--- src/rtl/alarm_clock_defs.sv ---
// Shared definitions for the alarm clock keypad front end.
// Holds the key code constants, the debounce FSM state encoding and small
// helpers that map a matrix position to a key code.
package alarm_clock_defs;

  localparam logic [3:0] KEY_NONE  = 4'd10;
  localparam logic [3:0] KEY_STAR  = 4'd11;
  localparam logic [3:0] KEY_HASH  = 4'd12;
  localparam logic [3:0] KEY_MULTI = 4'd15;

  typedef enum logic [1:0] {
    ST_IDLE    = 2'd0,
    ST_CONFIRM = 2'd1,
    ST_HELD    = 2'd2,
    ST_RELEASE = 2'd3
  } kp_state_e;

  // Telephone layout: rows 0-2 carry 1-9, row 3 carries * 0 #.
  function automatic logic [3:0] key_code(input logic [1:0] row, input logic [1:0] col);
    logic [3:0] code;
    case ({row, col})
      4'b00_00: code = 4'd1;
      4'b00_01: code = 4'd2;
      4'b00_10: code = 4'd3;
      4'b01_00: code = 4'd4;
      4'b01_01: code = 4'd5;
      4'b01_10: code = 4'd6;
      4'b10_00: code = 4'd7;
      4'b10_01: code = 4'd8;
      4'b10_10: code = 4'd9;
      4'b11_00: code = KEY_STAR;
      4'b11_01: code = 4'd0;
      4'b11_10: code = KEY_HASH;
      default:  code = KEY_MULTI;
    endcase
    return code;
  endfunction

  // True for a single, acceptable key (digit, star or hash).
  function automatic logic is_code(input logic [3:0] k);
    return (k <= 4'd9) || (k == KEY_STAR) || (k == KEY_HASH);
  endfunction

endpackage

--- src/rtl/keypad_debounce_fsm.sv ---
// Debounce state machine for the keypad scanner.
// Consumes one full-scan result per scan_done strobe and decides which key
// is considered held. Outputs are registered.
//   clock           : system clock
//   reset           : synchronous active-low reset
//   i_scan_done     : one-cycle strobe, i_scan_result is valid
//   i_scan_result   : NONE / digit / STAR / HASH / MULTI
//   o_key           : held digit 0-9, else KEY_NONE
//   o_time_button   : one-cycle pulse when '#' becomes held
//   o_alarm_button  : one-cycle pulse when '*' becomes held
module keypad_debounce_fsm
  import alarm_clock_defs::*;
#(
  parameter int DEBOUNCE_SCANS = 3
) (
  input  logic       clock,
  input  logic       reset,
  input  logic       i_scan_done,
  input  logic [3:0] i_scan_result,
  output logic [3:0] o_key,
  output logic       o_time_button,
  output logic       o_alarm_button
);

  localparam int CNT_W = $clog2(DEBOUNCE_SCANS + 1);
  localparam logic [CNT_W-1:0] CNT_LAST = CNT_W'(DEBOUNCE_SCANS);
  localparam logic [CNT_W-1:0] CNT_ZERO = CNT_W'(0);
  localparam logic [CNT_W-1:0] CNT_ONE  = CNT_W'(1);

  kp_state_e        r_state;
  kp_state_e        w_state_nxt;
  logic [3:0]       r_cand;
  logic [3:0]       w_cand_nxt;
  logic [CNT_W-1:0] r_cnt;
  logic [CNT_W-1:0] w_cnt_nxt;
  logic [CNT_W-1:0] w_cnt_inc;
  logic             w_enter_held;
  logic [3:0]       r_key;
  logic             r_time_button;
  logic             r_alarm_button;

  // Saturating increment of the scan counter.
  always_comb begin
    if (r_cnt == CNT_LAST) begin
      w_cnt_inc = r_cnt;
    end else begin
      w_cnt_inc = r_cnt + CNT_ONE;
    end
  end

  // Next-state logic; only advances on a completed scan.
  always_comb begin
    w_state_nxt  = r_state;
    w_cand_nxt   = r_cand;
    w_cnt_nxt    = r_cnt;
    w_enter_held = 1'b0;
    if (i_scan_done) begin
      case (r_state)
        ST_IDLE: begin
          if (is_code(i_scan_result)) begin
            w_cand_nxt = i_scan_result;
            w_cnt_nxt  = CNT_ONE;
            if (DEBOUNCE_SCANS == 1) begin
              w_state_nxt  = ST_HELD;
              w_enter_held = 1'b1;
            end else begin
              w_state_nxt = ST_CONFIRM;
            end
          end else begin
            w_state_nxt = ST_IDLE;
          end
        end
        ST_CONFIRM: begin
          if (i_scan_result == r_cand) begin
            w_cnt_nxt = w_cnt_inc;
            if (w_cnt_inc == CNT_LAST) begin
              w_state_nxt  = ST_HELD;
              w_enter_held = 1'b1;
            end else begin
              w_state_nxt = ST_CONFIRM;
            end
          end else begin
            w_state_nxt = ST_IDLE;
            w_cand_nxt  = KEY_NONE;
            w_cnt_nxt   = CNT_ZERO;
          end
        end
        ST_HELD: begin
          if (i_scan_result == r_cand) begin
            w_state_nxt = ST_HELD;
          end else if (DEBOUNCE_SCANS == 1) begin
            // A single mismatching scan already completes the release.
            w_state_nxt = ST_IDLE;
            w_cand_nxt  = KEY_NONE;
            w_cnt_nxt   = CNT_ZERO;
          end else begin
            w_state_nxt = ST_RELEASE;
            w_cnt_nxt   = CNT_ONE;
          end
        end
        ST_RELEASE: begin
          if (i_scan_result == r_cand) begin
            // Re-entry to HELD is silent: no button pulse.
            w_state_nxt = ST_HELD;
            w_cnt_nxt   = CNT_ZERO;
          end else begin
            w_cnt_nxt = w_cnt_inc;
            if (w_cnt_inc == CNT_LAST) begin
              w_state_nxt = ST_IDLE;
              w_cand_nxt  = KEY_NONE;
              w_cnt_nxt   = CNT_ZERO;
            end else begin
              w_state_nxt = ST_RELEASE;
            end
          end
        end
        default: begin
          w_state_nxt = ST_IDLE;
          w_cand_nxt  = KEY_NONE;
          w_cnt_nxt   = CNT_ZERO;
        end
      endcase
    end else begin
      w_state_nxt = r_state;
    end
  end

  // State, candidate, counter and registered outputs.
  always_ff @(posedge clock) begin
    if (!reset) begin
      r_state        <= ST_IDLE;
      r_cand         <= KEY_NONE;
      r_cnt          <= CNT_ZERO;
      r_key          <= KEY_NONE;
      r_time_button  <= 1'b0;
      r_alarm_button <= 1'b0;
    end else begin
      r_state        <= w_state_nxt;
      r_cand         <= w_cand_nxt;
      r_cnt          <= w_cnt_nxt;
      r_key          <= (((w_state_nxt == ST_HELD) || (w_state_nxt == ST_RELEASE)) &&
                         (w_cand_nxt <= 4'd9)) ? w_cand_nxt : KEY_NONE;
      r_time_button  <= w_enter_held && (w_cand_nxt == KEY_HASH);
      r_alarm_button <= w_enter_held && (w_cand_nxt == KEY_STAR);
    end
  end

  assign o_key          = r_key;
  assign o_time_button  = r_time_button;
  assign o_alarm_button = r_alarm_button;

endmodule

--- src/rtl/keypad_scanner.sv ---
// 4x3 telephone keypad scanner with debounce.
// Drives one row low at a time, synchronises the column sense lines, folds
// each row's hits into a full-scan result and hands that result to the
// debounce FSM once per scan.
//   clock        : system clock
//   reset        : synchronous active-low reset
//   row_n[3:0]   : active-low row drive, one bit low at a time
//   col_n[2:0]   : active-low asynchronous column sense
//   key[3:0]     : debounced digit 0-9 while held, else 10
//   time_button  : one-cycle pulse on accepted '#'
//   alarm_button : one-cycle pulse on accepted '*'
module keypad_scanner
  import alarm_clock_defs::*;
#(
  parameter int SCAN_DIV       = 4,
  parameter int DEBOUNCE_SCANS = 3
) (
  input  logic       clock,
  input  logic       reset,
  output logic [3:0] row_n,
  input  logic [2:0] col_n,
  output logic [3:0] key,
  output logic       time_button,
  output logic       alarm_button
);

  localparam int DIV_W = $clog2(SCAN_DIV);
  localparam logic [DIV_W-1:0] DIV_LAST = DIV_W'(SCAN_DIV - 1);
  localparam logic [DIV_W-1:0] DIV_ZERO = DIV_W'(0);
  localparam logic [DIV_W-1:0] DIV_ONE  = DIV_W'(1);

  logic [DIV_W-1:0] r_div;
  logic [1:0]       r_row_idx;
  logic [3:0]       r_row_n;
  logic [2:0]       r_col_meta;
  logic [2:0]       r_col_sync;
  logic [3:0]       r_acc;
  logic [3:0]       r_scan_result;
  logic             r_scan_done;
  logic             w_sample;
  logic             w_last_row;
  logic [2:0]       w_hits;
  logic [3:0]       w_row_code;
  logic [3:0]       w_merged;

  assign w_sample   = (r_div == DIV_LAST);
  assign w_last_row = (r_row_idx == 2'd3);

  // Row dwell divider and row rotation; the row advances on the sample cycle.
  always_ff @(posedge clock) begin
    if (!reset) begin
      r_div     <= DIV_ZERO;
      r_row_idx <= 2'd0;
      r_row_n   <= 4'b1110;
    end else if (w_sample) begin
      r_div     <= DIV_ZERO;
      r_row_idx <= r_row_idx + 2'd1;
      r_row_n   <= {r_row_n[2:0], r_row_n[3]};
    end else begin
      r_div     <= r_div + DIV_ONE;
      r_row_idx <= r_row_idx;
      r_row_n   <= r_row_n;
    end
  end

  // Two-flop synchroniser for the asynchronous column lines.
  always_ff @(posedge clock) begin
    if (!reset) begin
      r_col_meta <= 3'b111;
      r_col_sync <= 3'b111;
    end else begin
      r_col_meta <= col_n;
      r_col_sync <= r_col_meta;
    end
  end

  // Decode the current row: none, exactly one column, or several.
  always_comb begin
    w_hits = ~r_col_sync;
    case (w_hits)
      3'b000:  w_row_code = KEY_NONE;
      3'b001:  w_row_code = key_code(r_row_idx, 2'd0);
      3'b010:  w_row_code = key_code(r_row_idx, 2'd1);
      3'b100:  w_row_code = key_code(r_row_idx, 2'd2);
      default: w_row_code = KEY_MULTI;
    endcase
  end

  // Merge the row result into the scan so far; any second hit means MULTI.
  always_comb begin
    if (r_acc == KEY_NONE) begin
      w_merged = w_row_code;
    end else if (w_row_code == KEY_NONE) begin
      w_merged = r_acc;
    end else begin
      w_merged = KEY_MULTI;
    end
  end

  // Scan accumulator; the row-3 sample closes the scan and strobes scan_done.
  always_ff @(posedge clock) begin
    if (!reset) begin
      r_acc         <= KEY_NONE;
      r_scan_result <= KEY_NONE;
      r_scan_done   <= 1'b0;
    end else if (w_sample && w_last_row) begin
      r_acc         <= KEY_NONE;
      r_scan_result <= w_merged;
      r_scan_done   <= 1'b1;
    end else if (w_sample) begin
      r_acc         <= w_merged;
      r_scan_result <= r_scan_result;
      r_scan_done   <= 1'b0;
    end else begin
      r_acc         <= r_acc;
      r_scan_result <= r_scan_result;
      r_scan_done   <= 1'b0;
    end
  end

  keypad_debounce_fsm #(
    .DEBOUNCE_SCANS (DEBOUNCE_SCANS)
  ) u_debounce (
    .clock          (clock),
    .reset          (reset),
    .i_scan_done    (r_scan_done),
    .i_scan_result  (r_scan_result),
    .o_key          (key),
    .o_time_button  (time_button),
    .o_alarm_button (alarm_button)
  );

  assign row_n = r_row_n;

endmodule

--- config.mk ---
export PLATFORM = sky130hd
export DESIGN_NAME = keypad_scanner
export DESIGN_NICKNAME = d
export VERILOG_FILES = /design/src/rtl/alarm_clock_defs.sv /design/src/rtl/keypad_debounce_fsm.sv /design/src/rtl/keypad_scanner.sv
export SDC_FILE = /design/constraint.sdc
export NUM_CORES = 1
export LEC_CHECK = 0
export ABC_AREA = 1
export CAP_MARGIN = 15
export CORE_ASPECT_RATIO = 1.2
export CORE_MARGIN = 2
export CORE_UTILIZATION = 45
export CTS_CLUSTER_SIZE = 16
export DETAILED_ROUTE_END_ITERATION = 8
export PLACE_DENSITY = 0.74
export SLEW_MARGIN = 10
export SYNTH_ARGS = -nofsm -noshare
export SYNTH_HDL_FRONTEND = slang
export SYNTH_SLANG_ARGS = --single-unit
--- constraint.sdc ---
create_clock -name clock -period 2 [get_ports clock]
set_input_delay 0.4 -clock clock [delete_from_list [all_inputs] [get_ports clock]]
set_output_delay 0.4 -clock clock [all_outputs]
set_load 0.005 [all_outputs]
==> summary by stage, run 1 <==
Run status
The flow ran to the end, and the final reports show no timing, DRC or antenna violations.

CTS
Clock-pin slew was measured on the worst setup and hold paths at 0.07 ns. TritonCTS built the clock tree. The worst-case clock buffer depth is 2. The H-tree was split into 2 levels.

The clock tree root driver cell is sky130_fd_sc_hd__clkbuf_8. Clock tree synthesis found a total of 37 sinks. The number of buffers inserted during clock tree synthesis is 5.

The clock latency at the later pin of the worst-skew pair is roughly 0.30 ns.

Synthesis
In this run, distinct cell masters in the synthesized netlist total 28. The fraction of the yosys area taken by sequential cells is 0.3934. In this run, synthesis produced a sequential element count of 37. Sorting the synthesized cells by area gives the leading types as sky130_fd_sc_hd__dfxtp_1 (39%), sky130_fd_sc_hd__nand2_1 (14%), sky130_fd_sc_hd__nor2_1 (7.2%). The synthesized design contains 0 enable-type register cells. Ranked by instance count, the synthesized netlist is headed by sky130_fd_sc_hd__nand2_1 (69), sky130_fd_sc_hd__dfxtp_1 (37), sky130_fd_sc_hd__nor2_1 (36).

The gate count of the mapped netlist is 275. The fraction of synthesis flops using an asynchronous set or reset pin is 0. Each instance of the synthesized netlist takes up on average roughly 6.8 um2. The most frequent cell after synthesis is sky130_fd_sc_hd__nand2_1. The most used flip-flop cell after synthesis is sky130_fd_sc_hd__dfxtp_1. The portion of synthesized cell area occupied by the leading cell type is 0.3934.

The synthesized cell area is about 1900 um2. The number of nets in the synthesized netlist is between 200 and 300. The number of warnings issued by yosys is 0.

The largest total area in the synthesized netlist belongs to sky130_fd_sc_hd__dfxtp_1.

Power
In this run the static leakage power is 1.070 nW. The worst IR drop on VDD is about 0.55 mV. The power per standard cell area is between 700 and 800 nW/um2.

Floorplan
The initial utilization of the core area, before any placement, comes to 0.4740. The row count is 25. The number of ports placed on the die boundary is 15. The height of the die is between 70 and 80 um. The floorplan die area is 4720 um2. The core outline area is just under 4000 um2. Measured along the x axis, the die boundary spans between 60 and 70 um.

Finish
Relative to the synthesized area, the layout overhead comes to 19.67%. The fraction of final layout cells sized beyond drive strength 1 is 0.1242. The final net count is between 300 and 400.

Counting the fill cells in the layout gives between 300 and 400. The total inserted antenna cells is 0. For this run, the number of standard cells in the final layout without fillers is about 350.

Global route
The number of global-route vias before repair is 1,585. The global-route wire length before repair is 6920 um. The maximum number of pins on one net before global-route repair is 14. The remaining global-route overflow is 0. The number of antenna violations at the first check in global routing is 0. For this run, the total global-route usage over all layers was measured as 0.1876.

Route
The routed wire length is 3988 um. For this block, the initial DRC count from the detailed router was a little over 90. The remaining design rule violation count is 0. The detailed-route vias per instance is just under 5. The remaining antenna violation count is 0. In the final routed layout, each cell accounts on average for approximately 11 um. The number of detailed-routing iterations run before antenna repair is 4. For this block, the via count after detailed routing is 1,731.

Critical path
The critical path arrival is between 1.5 and 2 ns. The worst setup path is launched from a flop. The worst setup path is captured at a flop. The peak fanout along the critical path is 5. The worst endpoint required time is 2.16 ns. The class of the most critical setup path is reg -> reg.

Timing
At the pin with the least slew margin, the transition time is approximately 0.51 ns. The number of max-slew violations in the final report is 0. Setup repair after global routing left no endpoint under its margin. Adding up every negative setup slack in the final design gives 0 ns.

The total setup violations reported at the end of the flow is 0. The clock period minus worst slack is 1.766 ns. The upper clock frequency limit is about 570 MHz. The worst pin sits at a relative slew slack of 0.6602. The share of the clock period used by the worst path is 0.8828. The hold violation count in the final report is 0. Clock skew on the completed layout was measured at about 0.013 ns.

Placement
The final RePlAce weighted congestion is about 0.87. The number of port buffers is 14. Once placement completed, the tool counted placed cells totaling approximately 340. The wire-length estimate of the detail-placed layout is roughly 3100 um.

Worst hold path
The path class of the lowest-slack min-delay path is reg -> reg.

Flow run
Across the run, the number of max-cap violations was 0.
metal layers:
metal | vias to the layer above | global-route usage | wire (um)
li1 | 915 | - | -
met1 | 781 | 0.2251 | 1776
met2 | 26 | 0.3227 | 2022
met3 | 9 | 0.03886 | 106
met4 | 0 | 0.09630 | 82
met5 | - | 0 | 0
layout by cell type (no fill, tap or decap), drive strengths merged:
master / instances
nand3: 22
a31oi: 1
o211ai: 1
o21ai: 20
o21bai: 2
nor3: 2
nand2: 72
ha: 7
nor2: 41
inv: 38
o2111ai: 1
and3: 1
a21oi: 15
clkbuf: 5
or2: 6
nor4: 1
clkdlybuf4s50: 14
bufinv: 2
dfxtp: 37
buf: 5
nand3b: 2
nand4: 3
worst paths after layout:
check | startpoint | end | slack, ns | cells past startpoint
worst min register to register | r_col_meta[2] | r_col_sync[2] | 0.42 | 1
worst max register to register | r_row_idx[0] | r_acc[1] | 0.23 | 9
worst max-delay path | r_row_idx[0] | r_acc[1] | 0.23 | 9
worst min-delay path | r_col_meta[2] | r_col_sync[2] | 0.42 | 1
layout make-up:
class / count / area, um2 / share of cell area
Sequential cell: 37 / 740.7 / 0.3287
Timing Repair Buffer: 19 / 177.7 / 0.07884
Clock buffer: 5 / 68.82 / 0.03054
Multi-Input combinational cell: 197 / 991.0 / 0.4398
Inverter: 37 / 138.9 / 0.06163
Clock inverter: 3 / 68.82 / 0.03054
Tap cell: 54 / 67.56 / 0.02998
flip-flops by register name, summed over array words and instances (netlist names):
signal                     cells
u_debounce.o_alarm_button      1
u_debounce.o_key               4
r_scan_done                    1
row_n                          4
r_scan_result                  4
u_debounce.r_state             2
r_col_sync                     3
r_div                          2
u_debounce.o_time_button       1
r_acc                          4
u_debounce.r_cnt               2
r_row_idx                      2
r_col_meta                     3
u_debounce.r_cand              4
report_power, final:
part,leakage (nW),total (mW),switching [mW],internal [mW]
Sequential,0.301,0.780,0.0182,0.762
Combinational,0.701,0.164,0.0927,0.0717
Clock,0.0687,0.777,0.275,0.502
cell families (layout without fill, tap and decap cells):
logic type / count (synthesis) / count (layout) / synth area share
buffers and inverters: 41 / 64 / 0.08172
AO/OA/AOI/OAI: 40 / 40 / 0.1203
AND/OR/NAND/NOR: 150 / 150 / 0.3581
flip-flops: 37 / 37 / 0.3934
adder cells (fa/ha/maj): 7 / 7 / 0.04651
stage by stage:
step                      hold WS, ns  setup WS, ns    util  cell area (um2)  total power, mW
after global placement         0.3961        0.3058  0.5320             2113           0.9548
after CTS                      0.4252        0.1954  0.5666             2251            1.743
after detailed placement       0.4064        0.2495  0.5320             2113           0.9583
after floorplan                0.3925        0.4301       -             1883           0.9058
final                          0.4200        0.2344  0.5672             2253            1.722
after global routing           0.4397       0.02424  0.5672             2253            1.794
what timing repair did:
action | 4_1_cts | 5_1_grt
hold endpoints to repair | 0 | 0
gates resized for setup | 0 | 1
hold buffers | 0 | 0
setup buffers | 0 | 0
setup endpoints to repair | 0 | 1
critical path, stage by stage, from the launching register on:
cell                       delay, ns
sky130_fd_sc_hd__dfxtp_1        0.42
sky130_fd_sc_hd__inv_1          0.12
sky130_fd_sc_hd__ha_1           0.26
sky130_fd_sc_hd__o21bai_1       0.19
sky130_fd_sc_hd__a21oi_1        0.13
sky130_fd_sc_hd__nor2_1         0.08
sky130_fd_sc_hd__o21ai_2        0.18
sky130_fd_sc_hd__nand3_1        0.10
sky130_fd_sc_hd__nand2_1        0.08
sky130_fd_sc_hd__o21ai_0        0.07
Note: power is estimated with default switching activity, not from simulation.
==> inputs of run 2 (changes only) <==
--- a/config.mk
+++ b/config.mk
@@ -13,6 +13,7 @@
 export CTS_CLUSTER_SIZE = 16
 export DETAILED_ROUTE_END_ITERATION = 8
 export PLACE_DENSITY = 0.74
+export REMOVE_ABC_BUFFERS = 1
 export SLEW_MARGIN = 10
 export SYNTH_ARGS = -nofsm -noshare
 export SYNTH_HDL_FRONTEND = slang
==> run 2 against run 1 <==
Setup slack better by 0.056 ns. Worst hold slack lost 0.0045 ns. Cell count shrank 0.28%. Clock skew down 0.011 ns. Die area stayed put. Design area decreased by 1.0%. Sequential share of layout area rose by 0.44 points. Wire length is 3.7% lower. Register-to-register slack improved by 0.06 ns. Global-route usage fell by 0.36 points. Combinational power about the same. Sequential cell count unchanged. Highest routed layer unchanged.
==> summary by stage, run 2 (synthesis results as in run 1) <==
Floorplan
The floorplan die area is 4720 um2 (unchanged). The height of the die came to 74.86 um (unchanged). The number of ports placed on the die boundary came to 15 (unchanged). The core outline area is 3973 um2 (unchanged). The starting utilization of the core area is 0.4740 (unchanged). The row count is 25 (unchanged). The die outline width is 63.05 um (unchanged).

CTS
The clock tree root driver cell is sky130_fd_sc_hd__clkbuf_8. The clock latency at the later pin of the worst-skew pair is 0.29 ns (about the same). The number of resized instances in the post-cts repair step is 0 (unchanged). The post-CTS repair timing setup buffer count was 0 (unchanged). The worst-case clock buffer depth is 2 (unchanged). The TritonCTS clock tree is done. The clock-pin slew reported for the worst setup and hold paths after clock tree synthesis came to 0.07 ns (about the same). The H-tree depth reported by CTS is 2 (unchanged).

The quantity of hold-fixing buffers added after cts is 0 (unchanged). The number of sinks driven by the clock tree is 37 (unchanged). The number of buffers inserted during clock tree synthesis is 5 (unchanged).

Timing
The hold violation count in the final report is 0 (unchanged). The post-route setup TNS came to 0 ns (unchanged). The transition at the pin with the smallest max-transition slack came to 0.5108 ns (+0.005261 ns). The clock period minus worst slack was 1.710 ns (-0.05567 ns). The normalized max-slew margin was 0.6566 (-0.003536).

The share of the clock period used by the worst path is 0.8549 (-0.02784). The number of max-slew violations in the final report was 0 (unchanged). The total setup violations reported at the end of the flow is 0 (unchanged). The upper clock frequency limit is 584.8 MHz (+3.3%). The slack of the critical path came to 0.2901 ns (+0.05567 ns).

The final worst hold slack is 0.4154 ns (-0.004533 ns). Setup repair after global routing left no endpoint under its margin. The worst-case clock skew is 0.002120 ns (-0.01106 ns).

Critical path
The worst setup path is captured at a flop. The critical path in this run is classified as reg -> reg. The highest-delay cell along the critical path is sky130_fd_sc_hd__dfxtp_2. The critical path arrival was 1.88 ns (-0.05 ns).

The largest incremental delay on the critical path is 0.37 ns (-0.05 ns). STA classifies the critical path startpoint as a flop. The worst endpoint required time is 2.17 ns (about the same). The peak fanout along the critical path was 5 (unchanged). The signal on the critical path passes through inv_1 -> ha_1 -> o21bai_1 -> a21oi_1 -> nor2_1 -> o21ai_2 -> nand3_1 -> nand2_1 -> o21ai_0. In this design, the largest share of critical-path delay is due to compound AO/OA/AOI/OAI gates. The total buffers and inverters traversed by the critical path came to 1 (unchanged).

Global route
The global-route total usage across every layer is 0.1840 (-0.003644). The number of antenna violations at the first check in global routing is 0 (unchanged). The global-route wire length before repair is 6713 um (-3.0%). The remaining global-route overflow is 0 (unchanged). The maximum number of pins on one net before global-route repair was 13 (-1). The number of global-route vias before repair came to 1,584 (-0.063%).

Route
The detailed-route wire length per cell was 10.94 um (-3.4%). The remaining antenna violation count is 0 (unchanged). The violation count after the first detailed-route iteration is 43 (-54%).

The routed wire length was 3841 um (-3.7%). The number of detailed-routing iterations run before antenna repair is 4 (unchanged). The detailed-route via count is 1,710 (-1.2%).

The remaining design rule violation count is 0 (unchanged). The detailed-route vias per instance came to 4.872 (-0.93%).

Power
The power per standard cell area is 727.3 nW/um2 (-4.8%). The standby leakage power is 1.055 nW (-1.5%). The worst IR drop on VDD came to 0.5409 mV (-2.2%). The power after layout is 1.622 mW (-5.8%).

Finish
The layout overhead on the synthesized area is 18.47%. The post-route cell area is 2231 um2 (-1.0%). The final net count came to 308 (-0.32%).

The library cell used most frequently in the layout, excluding fill and tap cells, is sky130_fd_sc_hd__nand2_1. The number of cells in the finished layout apart from fillers is 351 (-0.28%). In the layout the commonest cells are sky130_fd_sc_hd__nand2_1 (69), sky130_fd_sc_hd__nor2_1 (35), sky130_fd_sc_hd__dfxtp_1 (35), sky130_fd_sc_hd__inv_1 (33), sky130_fd_sc_hd__nand3_1 (21).

The total inserted antenna cells came to 0 (unchanged). The fraction of final layout cells sized beyond drive strength 1 was 0.1279 (+0.003785). The final design utilization is 0.5616 (-0.005669).

Placement
The placed wire-length estimate is 2979 um (-3.5%). The post-placement cell count is 343 (-0.29%). The area of placed instances is 2106 um2 (-0.36%).

The worst-case setup slack after placement is 0.1795 ns (-0.06999 ns). The final RePlAce weighted congestion is 0.9563 (+9.8%). The number of port buffers was 14 (unchanged).

Flow run
The count of max-cap constraint violations was 0 (unchanged).

Run status
The run finished with clean final reports.

Worst hold path
The tightest min-delay check is of the reg -> reg type.
==> run 2: cell types whose count changed in the layout (fill, tap and decap cells not counted), sizes merged <==
cell,change
bufinv,-1
clkinvlp,+1
clkbuf,+1
buf,-1
inv,-1
==> run 2: final timing paths <==
check	startpoint	slack (ns)	depth (start not counted)	end
worst max-delay path	r_row_idx[0]	0.29	9	r_acc[3]
worst min-delay path	r_col_meta[1]	0.42	1	r_col_sync[1]
worst max register to register	r_row_idx[0]	0.29	9	r_acc[3]
worst min register to register	r_col_meta[1]	0.42	1	r_col_sync[1]
==> run 2: worst register-to-register path, cell delays in order (launching register included) <==
cell and delay [ns]:
sky130_fd_sc_hd__dfxtp_2 0.37, sky130_fd_sc_hd__inv_1 0.09, sky130_fd_sc_hd__ha_1 0.25, sky130_fd_sc_hd__o21bai_1 0.19, sky130_fd_sc_hd__a21oi_1 0.13, sky130_fd_sc_hd__nor2_1 0.07, sky130_fd_sc_hd__o21ai_2 0.19, sky130_fd_sc_hd__nand3_1 0.10
sky130_fd_sc_hd__nand2_1 0.10, sky130_fd_sc_hd__o21ai_0 0.09
==> run 2: final cells by class <==
cell class	instances	area (um2)
Clock buffer	6	82.58
Clock inverter	2	37.54
Fill cell	413	1742
Inverter	37	138.9
Multi-Input combinational cell	197	991.0
Sequential cell	37	743.2
Tap cell	54	67.56
Timing Repair Buffer	18	170.2
==> run 2: power breakdown <==
part           internal [mW]  switching (mW)
Sequential             0.763          0.0178
Combinational         0.0713          0.0949
Clock                  0.405           0.271
Total                   1.24           0.383
==> run 2: metal layers <==
metal,track usage,wire length (um)
met4,0.08642,90
met5,0,0
met1,0.2063,1730
met2,0.3286,1874
met3,0.05082,146
==> inputs of run 3 (changes only) <==
--- a/config.mk
+++ b/config.mk
@@ -6,7 +6,7 @@
 export NUM_CORES = 1
 export LEC_CHECK = 0
 export ABC_AREA = 1
-export CAP_MARGIN = 15
+export CAP_MARGIN = 20
 export CORE_ASPECT_RATIO = 1.2
 export CORE_MARGIN = 2
 export CORE_UTILIZATION = 45
==> results of run 3 <==
The final DEF is identical to that of run 2; final timing and power are the same.
